### src/rtl/vram_arb_pkg.sv
// Shared types for the VRAM arbiter: FSM states, latched command layout, defaults.
// Optional watchdog is enabled with `define VRAM_ARB_TIMEOUT_EN.
package vram_arb_pkg;

  localparam int VRAM_ADDR_W     = 24;
  localparam int VRAM_DATA_W     = 16;
  localparam int VRAM_MASK_W     = 4;
  localparam int TIMEOUT_CYC_DEF = 1024;

  typedef enum logic [1:0] {
    IDLE    = 2'd0,
    ISSUE   = 2'd1,
    RELEASE = 2'd2
  } arb_state_e;

  typedef struct packed {
    logic                   wr;
    logic [VRAM_MASK_W-1:0] mask;
    logic [VRAM_ADDR_W-1:0] addr;
    logic [VRAM_DATA_W-1:0] data;
  } vram_cmd_t;

  function automatic int wrap_inc(input int idx, input int n);
    return (idx + 32'sd1) % n;
  endfunction

endpackage

### src/rtl/vram_arbiter_if.sv
// Framebuffer access bus between the arbiter (master) and the VRAM port (slave).
interface vram_arbiter_if
  import vram_arb_pkg::*;
#(
  parameter int ADDR_W = VRAM_ADDR_W,
  parameter int DATA_W = VRAM_DATA_W
);
  logic                   vram_sel_o;
  logic                   vram_wr_o;
  logic [VRAM_MASK_W-1:0] vram_mask_o;
  logic [ADDR_W-1:0]      vram_addr_o;
  logic [DATA_W-1:0]      vram_data_o;
  logic                   vram_ack_i;
  logic [DATA_W-1:0]      vram_data_i;

  modport master (
    output vram_sel_o, vram_wr_o, vram_mask_o, vram_addr_o, vram_data_o,
    input  vram_ack_i, vram_data_i
  );

  modport slave (
    input  vram_sel_o, vram_wr_o, vram_mask_o, vram_addr_o, vram_data_o,
    output vram_ack_i, vram_data_i
  );
endinterface

### src/rtl/rr_arbiter.sv
// Combinational round-robin pick: first asserted request at or after ptr_i, wrapping.
module rr_arbiter #(
  parameter  int NUM_REQ = 2,
  localparam int IDX_W   = (NUM_REQ > 1) ? $clog2(NUM_REQ) : 1
) (
  input  logic [NUM_REQ-1:0] req_i,
  input  logic [IDX_W-1:0]   ptr_i,
  output logic               hit_o,
  output logic [IDX_W-1:0]   idx_o
);

  logic [IDX_W-1:0] cand_s;

  // Scan from the pointer; the first hit wins and later candidates are ignored.
  always_comb begin
    hit_o  = 1'b0;
    idx_o  = {IDX_W{1'b0}};
    cand_s = {IDX_W{1'b0}};
    for (int i = 0; i < NUM_REQ; i++) begin
      cand_s = IDX_W'((int'(ptr_i) + i) % NUM_REQ);
      if (!hit_o && req_i[cand_s]) begin
        hit_o = 1'b1;
        idx_o = cand_s;
      end else begin
        hit_o = hit_o;
      end
    end
  end

endmodule

### src/rtl/vram_arbiter.sv
// Round-robin arbiter sharing one framebuffer VRAM port between NUM_REQ requesters.
// `define VRAM_ARB_TIMEOUT_EN adds the ISSUE watchdog and the sticky timeout_o output.
module vram_arbiter
  import vram_arb_pkg::*;
#(
  parameter  int NUM_REQ     = 2,
  parameter  int ADDR_W      = VRAM_ADDR_W,
  parameter  int DATA_W      = VRAM_DATA_W,
`ifdef VRAM_ARB_TIMEOUT_EN
  parameter  int TIMEOUT_CYC = TIMEOUT_CYC_DEF,
`endif
  localparam int IDX_W       = (NUM_REQ > 1) ? $clog2(NUM_REQ) : 1
) (
  input  logic                        clk,
  input  logic                        reset_n_i,
  input  logic [NUM_REQ-1:0]          req_sel_i,
  input  logic [NUM_REQ-1:0]          req_wr_i,
  input  logic [NUM_REQ*VRAM_MASK_W-1:0] req_mask_i,
  input  logic [NUM_REQ*ADDR_W-1:0]   req_addr_i,
  input  logic [NUM_REQ*DATA_W-1:0]   req_data_i,
  output logic [NUM_REQ-1:0]          req_ack_o,
  output logic [DATA_W-1:0]           req_data_o,
  vram_arbiter_if.master              vram,
  output logic [IDX_W-1:0]            grant_o,
`ifdef VRAM_ARB_TIMEOUT_EN
  output logic                        timeout_o,
`endif
  output logic                        busy_o
);

  arb_state_e          state_q;
  logic [IDX_W-1:0]    rr_ptr_q;
  logic [IDX_W-1:0]    gnt_q;
  vram_cmd_t           cmd_q;
  logic                sel_q;
  logic [NUM_REQ-1:0]  ack_q;
  logic [DATA_W-1:0]   rdata_q;
  logic                busy_q;
  logic                hit_s;
  logic [IDX_W-1:0]    idx_s;

`ifdef VRAM_ARB_TIMEOUT_EN
  localparam int CNT_W = $clog2(TIMEOUT_CYC) + 1;
  logic [CNT_W-1:0]    cnt_q;
  logic                to_q;
`endif

  rr_arbiter #(.NUM_REQ(NUM_REQ)) u_rr (
    .req_i (req_sel_i),
    .ptr_i (rr_ptr_q),
    .hit_o (hit_s),
    .idx_o (idx_s)
  );

  // Transaction FSM; all bus and requester outputs come straight from these registers.
  always_ff @(posedge clk or negedge reset_n_i) begin
    if (!reset_n_i) begin
      state_q  <= IDLE;
      rr_ptr_q <= {IDX_W{1'b0}};
      gnt_q    <= {IDX_W{1'b0}};
      cmd_q    <= '0;
      sel_q    <= 1'b0;
      ack_q    <= {NUM_REQ{1'b0}};
      rdata_q  <= {DATA_W{1'b0}};
      busy_q   <= 1'b0;
`ifdef VRAM_ARB_TIMEOUT_EN
      cnt_q    <= {CNT_W{1'b0}};
      to_q     <= 1'b0;
`endif
    end else begin
      case (state_q)
        IDLE: begin
          ack_q <= {NUM_REQ{1'b0}};
          if (hit_s) begin
            gnt_q      <= idx_s;
            cmd_q.wr   <= req_wr_i[idx_s];
            cmd_q.mask <= req_mask_i[int'(idx_s)*VRAM_MASK_W +: VRAM_MASK_W];
            cmd_q.addr <= req_addr_i[int'(idx_s)*ADDR_W +: ADDR_W];
            cmd_q.data <= req_data_i[int'(idx_s)*DATA_W +: DATA_W];
            sel_q      <= 1'b1;
            busy_q     <= 1'b1;
            state_q    <= ISSUE;
`ifdef VRAM_ARB_TIMEOUT_EN
            cnt_q      <= {CNT_W{1'b0}};
`endif
          end
        end
        ISSUE: begin
          if (vram.vram_ack_i) begin
            sel_q    <= 1'b0;
            busy_q   <= 1'b0;
            ack_q    <= {{(NUM_REQ-1){1'b0}}, 1'b1} << gnt_q;
            rdata_q  <= vram.vram_data_i;
            rr_ptr_q <= IDX_W'(wrap_inc(int'(gnt_q), NUM_REQ));
            state_q  <= RELEASE;
          end
`ifdef VRAM_ARB_TIMEOUT_EN
          // Watchdog: abandon the access and report it as a zero-data completion.
          else if (cnt_q == CNT_W'(TIMEOUT_CYC - 1)) begin
            sel_q    <= 1'b0;
            busy_q   <= 1'b0;
            ack_q    <= {{(NUM_REQ-1){1'b0}}, 1'b1} << gnt_q;
            rdata_q  <= {DATA_W{1'b0}};
            rr_ptr_q <= IDX_W'(wrap_inc(int'(gnt_q), NUM_REQ));
            to_q     <= 1'b1;
            state_q  <= RELEASE;
          end else begin
            cnt_q    <= cnt_q + CNT_W'(1);
          end
`endif
        end
        RELEASE: begin
          ack_q   <= {NUM_REQ{1'b0}};
          state_q <= IDLE;
        end
        default: begin
          sel_q   <= 1'b0;
          busy_q  <= 1'b0;
          ack_q   <= {NUM_REQ{1'b0}};
          state_q <= IDLE;
        end
      endcase
    end
  end

  assign vram.vram_sel_o  = sel_q;
  assign vram.vram_wr_o   = cmd_q.wr;
  assign vram.vram_mask_o = cmd_q.mask;
  assign vram.vram_addr_o = cmd_q.addr;
  assign vram.vram_data_o = cmd_q.data;
  assign req_ack_o        = ack_q;
  assign req_data_o       = rdata_q;
  assign grant_o          = gnt_q;
  assign busy_o           = busy_q;
`ifdef VRAM_ARB_TIMEOUT_EN
  assign timeout_o        = to_q;
`endif

endmodule

### src/flat_wrapper.sv
// flat-port wrapper written by rule: the top's interface ports become plain ports
module vram_arbiter_flat import vram_arb_pkg::*;
#(
  parameter  int NUM_REQ     = 2,
  parameter  int ADDR_W      = VRAM_ADDR_W,
  parameter  int DATA_W      = VRAM_DATA_W,

  localparam int IDX_W       = (NUM_REQ > 1) ? $clog2(NUM_REQ) : 1
)
  (clk, reset_n_i, req_sel_i, req_wr_i, req_mask_i, req_addr_i, req_data_i, req_ack_o, req_data_o, grant_o, busy_o, vram_vram_sel_o, vram_vram_wr_o, vram_vram_mask_o, vram_vram_addr_o, vram_vram_data_o, vram_vram_ack_i, vram_vram_data_i);
  vram_arbiter_if #(.ADDR_W(ADDR_W), .DATA_W(DATA_W)) vram_i ();
  input  logic clk;
  input  logic reset_n_i;
  input  logic [NUM_REQ-1:0] req_sel_i;
  input  logic [NUM_REQ-1:0] req_wr_i;
  input  logic [NUM_REQ*VRAM_MASK_W-1:0] req_mask_i;
  input  logic [NUM_REQ*ADDR_W-1:0] req_addr_i;
  input  logic [NUM_REQ*DATA_W-1:0] req_data_i;
  output logic [NUM_REQ-1:0] req_ack_o;
  output logic [DATA_W-1:0] req_data_o;
  output logic [IDX_W-1:0] grant_o;
  output logic busy_o;
  output wire logic [$bits(vram_i.vram_sel_o)-1:0] vram_vram_sel_o;
  output wire logic [$bits(vram_i.vram_wr_o)-1:0] vram_vram_wr_o;
  output wire logic [$bits(vram_i.vram_mask_o)-1:0] vram_vram_mask_o;
  output wire logic [$bits(vram_i.vram_addr_o)-1:0] vram_vram_addr_o;
  output wire logic [$bits(vram_i.vram_data_o)-1:0] vram_vram_data_o;
  input wire logic [$bits(vram_i.vram_ack_i)-1:0] vram_vram_ack_i;
  input wire logic [$bits(vram_i.vram_data_i)-1:0] vram_vram_data_i;
  assign vram_vram_sel_o = vram_i.vram_sel_o;
  assign vram_vram_wr_o = vram_i.vram_wr_o;
  assign vram_vram_mask_o = vram_i.vram_mask_o;
  assign vram_vram_addr_o = vram_i.vram_addr_o;
  assign vram_vram_data_o = vram_i.vram_data_o;
  assign vram_i.vram_ack_i = vram_vram_ack_i;
  assign vram_i.vram_data_i = vram_vram_data_i;
  vram_arbiter #(.NUM_REQ(NUM_REQ), .ADDR_W(ADDR_W), .DATA_W(DATA_W)) u_core (.clk(clk), .reset_n_i(reset_n_i), .req_sel_i(req_sel_i), .req_wr_i(req_wr_i), .req_mask_i(req_mask_i), .req_addr_i(req_addr_i), .req_data_i(req_data_i), .req_ack_o(req_ack_o), .req_data_o(req_data_o), .vram(vram_i), .grant_o(grant_o), .busy_o(busy_o));
endmodule
### config.mk
export PLATFORM = sky130hd
export DESIGN_NAME = vram_arbiter_flat
export DESIGN_NICKNAME = d
export VERILOG_FILES = /design/src/rtl/vram_arb_pkg.sv /design/src/rtl/vram_arbiter_if.sv /design/src/rtl/rr_arbiter.sv /design/src/rtl/vram_arbiter.sv /design/src/flat_wrapper.sv
export SDC_FILE = /design/constraint.sdc
export NUM_CORES = 1
export LEC_CHECK = 0
export BUFFER_PORTS_ARGS = -buffer_cell sky130_fd_sc_hd__buf_2
export CAP_MARGIN = 0
export CORE_MARGIN = 3
export CORE_UTILIZATION = 49
export DETAILED_ROUTE_END_ITERATION = 6
export PLACE_DENSITY = 0.95
export SYNTH_ARGS = -nofsm -noshare
export SYNTH_HDL_FRONTEND = slang
export SYNTH_SLANG_ARGS = --single-unit
### constraint.sdc
create_clock -name clk -period 2.28 [get_ports clk]
set_clock_uncertainty 0.15 [all_clocks]
set_input_delay 0.228 -clock clk [delete_from_list [all_inputs] [get_ports clk]]
set_output_delay 0.228 -clock clk [all_outputs]
set_load 0.005 [all_outputs]
==> After elaboration in Yosys (flattened, before gate mapping) <==
Cells that the tools add are included.
{ "word_totals": {"inputBits": 111, "rom_bits": 0, "ramBits": 0, "regBits": 68, "memories": 0, "latchBits": 0, "out_inout_bits": 66} }
{ "classes": {"multipliers": 1, "magnitude_cmp": 3, "mux": 18, "n_reduce_logical": 7, "shifts": 4, "div": 0, "eq_ne": 4, "n_bitwise": 1, "n_addsub": 2} }
{ "op_table": {"columns": ["operator", "count"], "rows": [
  ["variable part select 48 x 32 -> 24 bit", 1],
  ["variable part select 32 x 6 -> 16 bit", 1],
  ["2-to-1 mux 1 bit", 12],
  ["2-to-1 mux 2 bit", 4],
  ["variable part select 8 x 4 -> 4 bit", 1],
  ["< comparator 1 x 2 -> 1 bit, second input constant", 3],
  ["AND reduction 2 bit", 3],
  ["case mux 2 bit (2 select lines)", 1],
  ["multiplier 1 x 2 -> 3 bit, second input constant", 1],
  ["case mux 1 bit (3 select lines)", 1],
  ["AND reduction 3 bit", 1],
  ["adder 1 bit, second input constant", 2],
  ["equality test 2 x 1 -> 1 bit, second input constant", 1],
  ["equality test 2 bit, second input constant", 1],
  ["zero test 2 bit", 1],
  ["!= test 2 x 1 -> 1 bit, second input constant", 1],
  ["!= test 2 bit, second input constant", 1],
  ["left shift 1 x 1 -> 2 bit, first input constant", 1],
  ["logical AND 1 bit", 1],
  ["zero test 1 bit", 1],
  ["NOT 1 bit", 1]
]} }

==> Longest topological paths before layout <==
{ "logic_depth": {"depth_word": 8, "depth_mapped": 6, "mapped_depth_nobuf": 3} }

==> Hierarchy <==
From an unflattened synthesis, not the netlist that was laid out.
{ "unflattened": {"hier_cells": 259, "hier_area_um2": 2997.9} }
{ "modules_own_cells": {"columns": ["mod", "n_inst", "cells_per_inst", "area_per_inst_um2"], "rows": [
  ["vram_arbiter", 1, 256, 2980.4],
  ["rr_arbiter", 1, 3, 17.5]
]} }

==> Worst setup path after synthesis <==
No wires, ideal clock.
{ "synth_path": {"kind": "flip-flop to flip-flop", "startpoint": "register u_core.state_q[0]", "endpoint": "register u_core.cmd_q, in the netlist u_core.vram.vram_data_o[10]", "arrival_time_ns": 1.225, "setup_slack_ns": 0.777, "t_required_ns": 2.003, "path_stages_with_launch": 6, "cell_sequence": "dfrtp_1 > or2_4 > buf_6 > buf_6 > a311oi_2 > a2bb2oi_2"} }
{ "synth_between": {"elab_chain_cells": 2} }
{ "synth_lines": {"columns": ["element", "line", "rtl"], "rows": [
  ["start, declared", "vram_arbiter.sv:31", "arb_state_e state_q;"],
  ["start signal, assigned", "vram_arbiter.sv:58", "state_q <= IDLE;"],
  ["start signal, assigned", "vram_arbiter.sv:82", "state_q <= ISSUE;"],
  ["start signal, assigned", "vram_arbiter.sv:95", "state_q <= RELEASE;"],
  ["zero test 2 bit", "vram_arbiter.sv:71", "case (state_q)"],
  ["AND reduction 2 bit (no source line)", null, null],
  ["end, declared", "vram_arbiter.sv:34", "vram_cmd_t cmd_q;"]
]} }
No other way between the ends.
A chain may end at the register's enable or synchronous reset.

==> Final worst setup path <==
{ "layout_path": {"startpoint": "register u_core.state_q[0]", "endpoint": "register u_core.cmd_q, in the netlist u_core.vram.vram_addr_o[0]"} }
Same word-level chain as after synthesis.

==> impl_table.tex <==
\begin{tabular}{lr}
\hline
Metric & Value \\
\hline
\multicolumn{2}{l}{\textbf{Route}} \\
Avg WL per Cell & roughly 19 um \\
Via density per instance & roughly 5.7 \\
Uppermost layer routed & met4 \\
Total wire length after detailed routing & between 10000 and 15000 um \\
Routed length on met2 & 5821 um \\
Initial drt markers & roughly 190 \\
Router iterations before antenna repair & 5 \\
Met3 Routed Length & 839 um \\
Vias after detailed routing & 3314 \\
Post-DRT Antenna Nets & 0 \\
Post-route DRC & 0 \\
M1 WL & $\sim$4200 um \\
\multicolumn{2}{l}{\textbf{Floorplan}} \\
Overall die area & just over 8000 um2 \\
I/O Pins & 177 \\
Starting Density & 50.91\% \\
DIE WIDTH & 90.48 um \\
Cell Rows & 30 \\
Overall die height & 90.48 um \\
Core area & 6869 um2 \\
\multicolumn{2}{l}{\textbf{CTS}} \\
Number of cells upsized or downsized after cts & 0 \\
Root buffer cell & sky130\_fd\_sc\_hd\_\_clkbuf\_8 \\
Post-CTS setup buffer count & 0 \\
Number of hold-repair buffers added at the cts stage & 38 \\
CTS H-Tree Depth & 3 \\
Clock network latency to the later pin of the worst-skew pair & roughly 0.33 ns \\
Clock tree from TritonCTS & built \\
Deepest clock path buffer count & 2 \\
Total number of clock tree sinks & 68 \\
Total CTS buffers & 9 \\
Clock input transition at the sequential cells of the worst setup and hold paths & 0.08 ns \\
\multicolumn{2}{l}{\textbf{Synth}} \\
Share of the synthesized area in the top cell type & between 40\% and 50\% \\
Distinct cell type count after synthesis & 26 \\
Synthesized area & 3497 um2 \\
Average instance area after synthesis & 12.62 um2 \\
Most used flip-flop cell after synthesis & sky130\_fd\_sc\_hd\_\_dfrtp\_1 \\
Fraction of registers with async set or reset after synthesis & 100.0\% \\
Number of flip-flops and latches in the synthesized netlist & 68 \\
Sequential share of the synthesized area & 48.66\% \\
Number of enable flip-flop cells after synthesis & 0 \\
Post-synth top area cell & sky130\_fd\_sc\_hd\_\_dfrtp\_1 \\
Synthesized netlist net count & between 300 and 400 \\
Largest cells by area after synthesis & sky130\_fd\_sc\_hd\_\_dfrtp\_1, sky130\_fd\_sc\_hd\_\_a311oi\_2, sky130\_fd\_sc\_hd\_\_a2bb2oi\_2 \\
Synthesized instance count & 277 \\
Number of synthesis warnings & 0 \\
Commonest cells post-synth & sky130\_fd\_sc\_hd\_\_dfrtp\_1, sky130\_fd\_sc\_hd\_\_o21ai\_0, sky130\_fd\_sc\_hd\_\_a2bb2oi\_1, sky130\_fd\_sc\_hd\_\_a311oi\_1, sky130\_fd\_sc\_hd\_\_a311oi\_2 \\
Count leader, synth & sky130\_fd\_sc\_hd\_\_dfrtp\_1 \\
\multicolumn{2}{l}{\textbf{STA}} \\
RSZ-0062 raised after global routing & no \\
Number of endpoints with negative hold slack in the final report & 0 \\
Maximum clock frequency & roughly 540 MHz \\
Headroom to the max-slew limit & between 60 and 70\% \\
Final setup vio count & 0 \\
Final period demand of the worst path & 1.847 ns \\
Number of max-slew violations in the final report & 0 \\
Final period util & 81.01\% \\
Slew @ Worst Pin & 0.5055 ns \\
TNS Setup & 0 ns \\
\multicolumn{2}{l}{\textbf{Layout}} \\
Filler cell count & 459 \\
Layout cells sized above 1 & 54.02\% \\
Synthesis-to-layout area growth & 44.40\% \\
Final antenna diode count & 0 \\
Post-route core utilization & 73.52\% \\
Fin nets & around 600 \\
\multicolumn{2}{l}{\textbf{Placement}} \\
Final GP Congestion & $\sim$0.84 \\
Number of port buffers & 176 \\
HPWL reported at the end of detailed placement & 7256 um \\
\multicolumn{2}{l}{\textbf{Global routing}} \\
Total overflow reported by the global router & 0 \\
Vias in the first global route & 3580 \\
Largest net degree at the start of global routing & 29 \\
Number of antenna violations at the first check in global routing & 0 \\
Total GRT Usage & 26.93\% \\
Wire length of the first global-routing pass & $\sim$18000 um \\
\multicolumn{2}{l}{\textbf{Worst setup path}} \\
Worst Path Class, Setup & reg -> reg \\
Kind of end point of the critical path & flip-flop \\
Crit path DAT & 1.95 ns \\
Required time worst endpoint & 2.38 ns \\
Critical path startpoint category & flip-flop \\
Crit Path Max Fanout & 24 \\
\multicolumn{2}{l}{\textbf{Power}} \\
Clock share of power & 17.6\% \\
Net Sw Power & roughly 2.2 mW \\
Internal & roughly 4.1 mW \\
Power per cell area & 1238 nW/um2 \\
Lkg Pwr & around 2.2 nW \\
Share of power burned in combinational logic & 47.0\% \\
Switching share of power & a little over a third \\
Worst voltage drop across the vdd grid & between 0.0006 and 0.0007 V \\
Part of the total power dissipated in sequential elements & 35.4\% \\
\multicolumn{2}{l}{\textbf{Flow run}} \\
\# Max-Cap Violations & 0 \\
\multicolumn{2}{l}{\textbf{Worst hold path}} \\
Hold Crit Class & in -> reg \\
\multicolumn{2}{l}{\textbf{Status}} \\
Status & finished, final reports clean \\
\hline
\end{tabular}
[registers in the layout, summed over array words and instances (netlist names)]
name                     count
u_core.vram.vram_addr_o     24
u_core.rr_ptr_q              1
u_core.req_ack_o             2
u_core.grant_o               1
u_core.vram.vram_mask_o      4
u_core.req_data_o           16
u_core.vram.vram_sel_o       1
u_core.vram.vram_wr_o        1
u_core.vram.vram_data_o     16
u_core.state_q               2
[logic make-up (layout without fill, tap and decap cells)]
family	count (synthesis)	count (layout)	synth area share, %
mux	18	18	5.724
simple gates	11	11	1.825
buf+inv	40	248	7.299
compound gates	140	140	36.49
flops	68	68	48.66
[path summary, 6_finish.rpt]
kind,start,end,slack [ns],cells after the start
setup / recovery,u_core.state_q[0],u_core.vram.vram_addr_o[0],0.43,4
hold / removal,req_data_i[9],u_core.vram.vram_data_o[9],0.01,3
setup reg to reg,u_core.state_q[0],u_core.vram.vram_addr_o[0],0.43,4
hold reg to reg,u_core.req_data_o[7],u_core.req_data_o[7],0.35,1
max in group asynchronous,reset_n_i,u_core.state_q[1],1.01,3
min in group asynchronous,reset_n_i,u_core.vram.vram_data_o[12],0.23,2
[area by class of cell]
| cell class | instances | area, um2 | share of cell area, % |
|---|---|---|---|
| sequential | 68 | 1702 | 33.70 |
| multi-input combinational | 169 | 1560 | 30.90 |
| timing repair buffer | 229 | 1439 | 28.49 |
| clock buffer | 12 | 145.1 | 2.874 |
| tap | 96 | 120.1 | 2.379 |
| clock inverter | 4 | 72.57 | 1.437 |
| inverter | 3 | 11.26 | 0.2230 |
[stage by stage]
stage               hold slack [ns]  power, mW  std cells  cell area [um2]  setup slack [ns]
CTS                        0.001020      6.263        580             5040            0.4209
global placement            0.04413      4.931        526             4442            0.5182
finish                      0.01472      6.250        581             5050            0.4330
floorplan                   -0.2176      4.082        277             3497            0.7775
global route               0.008922      6.595        581             5050            0.3274
detailed placement          0.06688      5.094        526             4442            0.4486
[worst max-delay path, cell delays in order (launching register included)]
cell and delay (ns):
sky130_fd_sc_hd__dfrtp_1 0.41, sky130_fd_sc_hd__or2_4 0.39, sky130_fd_sc_hd__nor2_4 0.37, sky130_fd_sc_hd__buf_12 0.24, sky130_fd_sc_hd__a2bb2oi_1 0.19
[power groups by stage]
stage | clock network (mW) | logic [mW] | registers (mW)
finish | 1.10 | 2.93 | 2.21
global route | 1.17 | 3.15 | 2.27
CTS | 1.12 | 2.94 | 2.20
detailed placement | 0 | 2.89 | 2.20
global placement | 0 | 2.76 | 2.17
floorplan | 0 | 1.87 | 2.21
[routing by layer]
metal,vias to the layer above,global-route usage (%)
li1,1504,-
met1,1610,31.40
met2,182,47.75
met3,18,7.250
met4,0,8.929
met5,-,0
[cell usage in the layout (no fill, tap or decap), types with 2 or more instances in the layout]
master / netlist / routed
sky130_fd_sc_hd__a2bb2oi_1: 27 / 27
sky130_fd_sc_hd__a2bb2oi_2: 18 / 18
sky130_fd_sc_hd__a311oi_1: 26 / 26
sky130_fd_sc_hd__a311oi_2: 19 / 19
sky130_fd_sc_hd__buf_12: 0 / 5
sky130_fd_sc_hd__buf_2: 15 / 176
sky130_fd_sc_hd__buf_4: 7 / 9
sky130_fd_sc_hd__bufinv_16: 0 / 2
sky130_fd_sc_hd__clkbuf_1: 7 / 2
sky130_fd_sc_hd__clkbuf_8: 0 / 10
sky130_fd_sc_hd__dfrtp_1: 68 / 68
sky130_fd_sc_hd__dlygate4sd3_1: 0 / 39
sky130_fd_sc_hd__inv_1: 2 / 2
sky130_fd_sc_hd__mux2_2: 16 / 16
sky130_fd_sc_hd__mux2i_1: 2 / 2
sky130_fd_sc_hd__nor2_1: 2 / 2
sky130_fd_sc_hd__nor2_4: 0 / 2
sky130_fd_sc_hd__o21ai_0: 35 / 35
sky130_fd_sc_hd__o21ai_1: 12 / 12
Power figures use the tool's default switching activity.
